## src/rtl/systolic_result_drain.sv

```systemverilog
// Snapshots the ROWS x COLS accumulator array on start and streams it one element per beat.
// Latency: first beat valid the cycle after the start edge; holds all outputs while out_ready is low.
module systolic_result_drain #(
    parameter int ROWS       = 3,
    parameter int COLS       = 3,
    parameter int DATA_WIDTH = 16,
    localparam int RW = (ROWS > 1) ? $clog2(ROWS) : 1,
    localparam int CW = (COLS > 1) ? $clog2(COLS) : 1
) (
    input  logic                            clk,
    input  logic                            rst,
    input  logic [ROWS*COLS*DATA_WIDTH-1:0] in_results,
    input  logic                            start,
    input  logic                            col_major,
    output logic [DATA_WIDTH-1:0]           out_data,
    output logic                            out_valid,
    input  logic                            out_ready,
    output logic [RW-1:0]                   out_row,
    output logic [CW-1:0]                   out_col,
    output logic                            out_last,
    output logic                            busy,
    output logic                            done
);

    localparam logic [RW-1:0] ROW_MAX = RW'(ROWS - 1);
    localparam logic [CW-1:0] COL_MAX = CW'(COLS - 1);

    typedef enum logic [1:0] {
        S_IDLE   = 2'd0,
        S_STREAM = 2'd1,
        S_DONE   = 2'd2
    } state_t;

    state_t                          r_state;
    state_t                          w_state;
    logic [ROWS*COLS*DATA_WIDTH-1:0] r_snap;
    logic                            r_col_major;
    logic [RW-1:0]                   r_row;
    logic [CW-1:0]                   r_col;
    logic [RW-1:0]                   w_row_nxt;
    logic [CW-1:0]                   w_col_nxt;
    logic                            w_last;
    logic                            w_hs;
    logic [DATA_WIDTH-1:0]           w_data;

    always_ff @(posedge clk or posedge rst) begin
        if (rst) begin
            r_state <= S_IDLE;
        end else begin
            r_state <= w_state;
        end
    end

    // Status outputs decode straight from the state so reset drops them without a clock edge.
    always_comb begin
        w_state   = r_state;
        out_valid = 1'b0;
        busy      = 1'b0;
        done      = 1'b0;
        case (r_state)
            S_IDLE: begin
                if (start) begin
                    w_state = S_STREAM;
                end
            end
            S_STREAM: begin
                out_valid = 1'b1;
                busy      = 1'b1;
                if (out_ready && w_last) begin
                    w_state = S_DONE;
                end
            end
            S_DONE: begin
                busy    = 1'b1;
                done    = 1'b1;
                w_state = S_IDLE;
            end
            default: w_state = S_IDLE;
        endcase
    end

    assign w_last = (r_state == S_STREAM) && (r_row == ROW_MAX) && (r_col == COL_MAX);
    assign w_hs   = (r_state == S_STREAM) && out_ready;

    // Scan advance: the fast index wraps and carries into the slow one, which wraps after the last beat.
    always_comb begin
        w_row_nxt = r_row;
        w_col_nxt = r_col;
        if (r_col_major) begin
            if (r_row == ROW_MAX) begin
                w_row_nxt = '0;
                w_col_nxt = (r_col == COL_MAX) ? '0 : r_col + 1'b1;
            end else begin
                w_row_nxt = r_row + 1'b1;
            end
        end else begin
            if (r_col == COL_MAX) begin
                w_col_nxt = '0;
                w_row_nxt = (r_row == ROW_MAX) ? '0 : r_row + 1'b1;
            end else begin
                w_col_nxt = r_col + 1'b1;
            end
        end
    end

    always_ff @(posedge clk or posedge rst) begin
        if (rst) begin
            r_snap      <= '0;
            r_col_major <= 1'b0;
            r_row       <= '0;
            r_col       <= '0;
        end else if ((r_state == S_IDLE) && start) begin
            r_snap      <= in_results;
            r_col_major <= col_major;
            r_row       <= '0;
            r_col       <= '0;
        end else if (w_hs) begin
            r_row <= w_row_nxt;
            r_col <= w_col_nxt;
        end
    end

    always_comb begin
        w_data = '0;
        for (int i = 0; i < ROWS; i++) begin
            for (int j = 0; j < COLS; j++) begin
                if ((r_row == RW'(i)) && (r_col == CW'(j))) begin
                    w_data = r_snap[(i*COLS+j)*DATA_WIDTH +: DATA_WIDTH];
                end
            end
        end
    end

    assign out_data = w_data;
    assign out_row  = r_row;
    assign out_col  = r_col;
    assign out_last = w_last;

endmodule

```

## config.mk

```make
export PLATFORM = sky130hd
export DESIGN_NAME = systolic_result_drain
export DESIGN_NICKNAME = d
export VERILOG_FILES = /design/src/rtl/systolic_result_drain.sv
export SDC_FILE = /design/constraint.sdc
export NUM_CORES = 1
export LEC_CHECK = 0
export ABC_CLOCK_PERIOD_IN_PS = 4500
export BUFFER_PORTS_ARGS = -buffer_cell sky130_fd_sc_hd__buf_2
export CORE_ASPECT_RATIO = 0.6
export CORE_MARGIN = 3
export CORE_UTILIZATION = 41
export DETAILED_ROUTE_END_ITERATION = 16
export GPL_ROUTABILITY_DRIVEN = 0
export GPL_TIMING_DRIVEN = 0
export PLACE_DENSITY_LB_ADDON = 0.08
export REMOVE_ABC_BUFFERS = 1
export SYNTH_ARGS = -nofsm -noshare
export SYNTH_HDL_FRONTEND = slang
export SYNTH_SLANG_ARGS = --single-unit
```

## constraint.sdc

```tcl
create_clock -name clk -period 4.5 [get_ports clk]
set_input_delay 0.45 -clock clk [delete_from_list [all_inputs] [get_ports clk]]
set_output_delay 0.45 -clock clk [all_outputs]
set_load 0.01 [all_outputs]
```

==> impl_metrics.csv <==
group,metric,value,unit
synth,synth-seq-area-share,0.516,
sta,setup_viol,0,
cells_and_area,finalNetCount,1161,
cells_and_area,syn_to_final_growth,21.5,%
setup_path,r2r-start,"out_row[1]$_DFFE_PP0P_",
cells_and_area,multiInputGateArea,3220,um^2
pwr,finalPower,6.32,mW
outcome,status,"finished, final reports clean",
setup_path,startpoint_type,"flip-flop",
sta,period_minus_slack,4.02,ns
global_routing,grt_overflow,0,
cells_and_area,finalNonFillerCells,1255,
synth,async_reset_ff_frac,1.00,
global_routing,grt_pass1_vias,6068,
cts,cts_buffers,17,
sta,timing.final.crit_share,0.893,
route,wirelength,20300,um
cts,path_clk_slew,0.07,ns
setup_path,worstPathRequired,4.05,ns
setup_path,slowest_stage,"dfrtp_1",
synth,ys_types,44,
route,drt-initial-drc-count,504,
setup_path,max_stage_delay,1.24,ns
pwr,ir_worst_vdd,0.377,mV
pwr,netSwitchingFraction,0.388,
cts,clk_latency,0.42,ns
synth,synth_top_area_cell,"dfrtp_1",
synth,netlist_area,7320,um^2
global_routing,grt_util_met3,0.0366,
cts,cts.sinks,151,
cts,cts_tree,"yes",
sta,grt_setup_unrepaired,"no",
sta,report.final.hold_viol_count,0,
run,maxCapViolCount,0,
sta,relSlewSlack,0.109,
placement,hpwlAfterDp,13400,um
cts,htreeDepth,4,
setup_path,crit_path_cell_trace,"nor2b_1 > a222oi_1 > o221ai_1 > a32o_1 > buf_2",
cts,clockBufferDepth,2,
cts,cts_setup_buffers,0,
route,routedWlPerCell,16.2,um
pwr,pwr-share-seq,0.390,
global_routing,met1_usage,0.328,
pwr,combPwrFrac,0.383,
pwr,p_int,3.87,mW
global_routing,use_met2,0.313,
pwr,p_leak,4.60,nW
die,core.rowCount,37,
die,die_area,19600,um^2
cells_and_area,n_antenna_cell,0,
setup_path,critPathMaxFanout,34,
sta,fmax,249,MHz
die,die_w,179,um
pwr,power_frac_clock,0.228,
global_routing,antenna_found_initial,0,
cells_and_area,final_util,0.514,
sta,fin_tns_setup,0,ns
setup_path,reg2reg_slack,1.38,ns
cts,cts_resized,0,
synth,synth_edf_count,0,
placement,io_buffer_count,172,
route,dr.pass1.iters,5,
die,die_h,110,um
cells_and_area,layout-drive-gt1-share,0.220,
cells_and_area,register_area,3780,um^2
synth,ys_warn_count,0,
synth,ys_seq_elements,151,
global_routing,grt_usage,0.212,
setup_path,crit_arrival,3.57,ns
hold_path,hp-class,"in -> async",
global_routing,grt_max_degree,86,
setup_path,timing.rr.end,"r_state[0]$_DFFE_PP0P_",
global_routing,globalRoute.busiestLayer,"met1",
cells_and_area,fill_cells,1763,
die,core,17300,um^2
pwr,powerDensity,710,nW/um^2
synth,ys_dominant_reg_cell,"dfrtp_1",
pwr,p_switching,2.45,mW
sta,slew_violations,0,
setup_path,crit_type,"reg -> out",
die,start_util,0.423,
cts,postCtsHoldBufs,0,
route,route.vias.total,6291,
synth,syn_inst,880,
sta,worst_pin_slew,1.34,ns
die,io-pin-count,173,
sta,finClkSkew,0.00957,ns
route,vias_per_cell,5.01,
global_routing,grt_pass1_wl,32300,um
synth,synth.area.top_cells,"dfrtp_1, nand2_1, clkbuf_1",
cts,cts-root-buf,"clkbuf_16",
synth,netlist.area_leader.share,0.516,
synth,synth.avg_cell_area,8.32,um^2
route,ant_nets,0,
placement,dp.cells,1223,
setup_path,reg2regPathDepth,4,
route,drc,0,
setup_path,endpoint_kind,"output port",
## how the worst max path moves through the flow
stage / from / end / slack, ns / cells past startpoint
3_5_place_dp: out_row[1]$_DFFE_PP0P_ / out_data[15] / 0.97 / 5
4_1_cts: out_col[0]$_DFFE_PP0P_ / out_data[3] / 0.52 / 5
6_report: out_row[1]$_DFFE_PP0P_ / out_data[15] / 0.48 / 5
2_1_floorplan: rst / out_col[0]$_DFFE_PP0P_ / -0.01 / 1
3_3_place_gp: rst / r_snap[24]$_DFFE_PP0P_ / -1.95 / 2
5_1_grt: out_row[1]$_DFFE_PP0P_ / out_data[7] / 0.26 / 5
## stage by stage
step	cell area [um^2]	hold slack, ns	setup WS (ns)
floorplan	7010	0.438	-0.0147
global route	8900	0.184	0.261
detailed placement	8310	0.454	0.974
global placement	8160	0.452	-1.95
finish	8900	0.127	0.484
CTS	8900	0.149	0.521
## logic make-up (layout without fill, tap and decap cells)
group                    after synthesis  count (layout)  share of synthesized area
AND/OR/NAND/NOR                      526             526                      0.290
flip-flops                           151             151                      0.516
AO/OA/AOI/OAI                        119             119                      0.131
buffers and inverters                 73             214                     0.0460
multiplexers                           6               6                    0.00871
adder cells (fa/ha/maj)                4               4                    0.00683
XOR/XNOR                               1               1                    0.00120
## registers in the layout (all words and copies together) (netlist names)
name / flops
r_state: 2
r_snap: 144
r_col_major: 1
out_row: 2
out_col: 2
## critical path: cells and delay by family (launching register included)
family	cells	cell delay, ns
compound gates	3	0.84
buf+inv	1	0.15
flops	1	1.24
simple gates	1	0.92
## synthesized netlist by cell type (all sizes together) (3+ instances only)
cell type / count
a2bb2oi: 13
mux2i: 3
o221ai: 13
a221oi: 4
clkbuf: 38
ha: 4
a222oi: 13
nand2b: 4
buf: 30
o22ai: 30
dfrtp: 151
mux2: 3
a32o: 13
a21oi: 19
o21ai: 3
nor2: 18
o2bb2ai: 3
and2: 3
inv: 5
nand2: 466
nand3b: 4
nor2b: 19
## area by class of cell
| type | instances | area share |
|---|---|---|
| Tap cell | 234 | 0.0329 |
| Clock inverter | 12 | 0.0162 |
| Clock buffer | 20 | 0.0502 |
| Inverter | 5 | 0.00267 |
| Sequential cell | 151 | 0.425 |
| Multi-Input combinational cell | 656 | 0.362 |
| Timing Repair Buffer | 177 | 0.111 |
## power by group through the flow
stage | Sequential, mW | Clock (mW) | Combinational (mW)
2_1_floorplan | 2.36 | 0 | 1.68
3_3_place_gp | 2.52 | 0 | 2.40
3_5_place_dp | 2.47 | 0 | 2.43
4_1_cts | 2.46 | 1.47 | 2.45
5_1_grt | 2.55 | 1.53 | 2.74
6_report | 2.46 | 1.44 | 2.42
## cell usage in the layout (no fill, tap or decap), types with 17 or more instances in the layout
cell type	instances
nand2_1	465
buf_2	172
dfrtp_1	150
o22ai_1	22
a21oi_1	19
nor2b_1	18
nor2_1	17
clkbuf_16	17
## metal layers
layer / wire, um / part of all wire
met2: 8540 / 0.42
met3: 1070 / 0.053
met1: 10600 / 0.52
met4: 94 / 0.0046
met5: 0 / 0
Note: power is estimated with default switching activity, not from simulation.
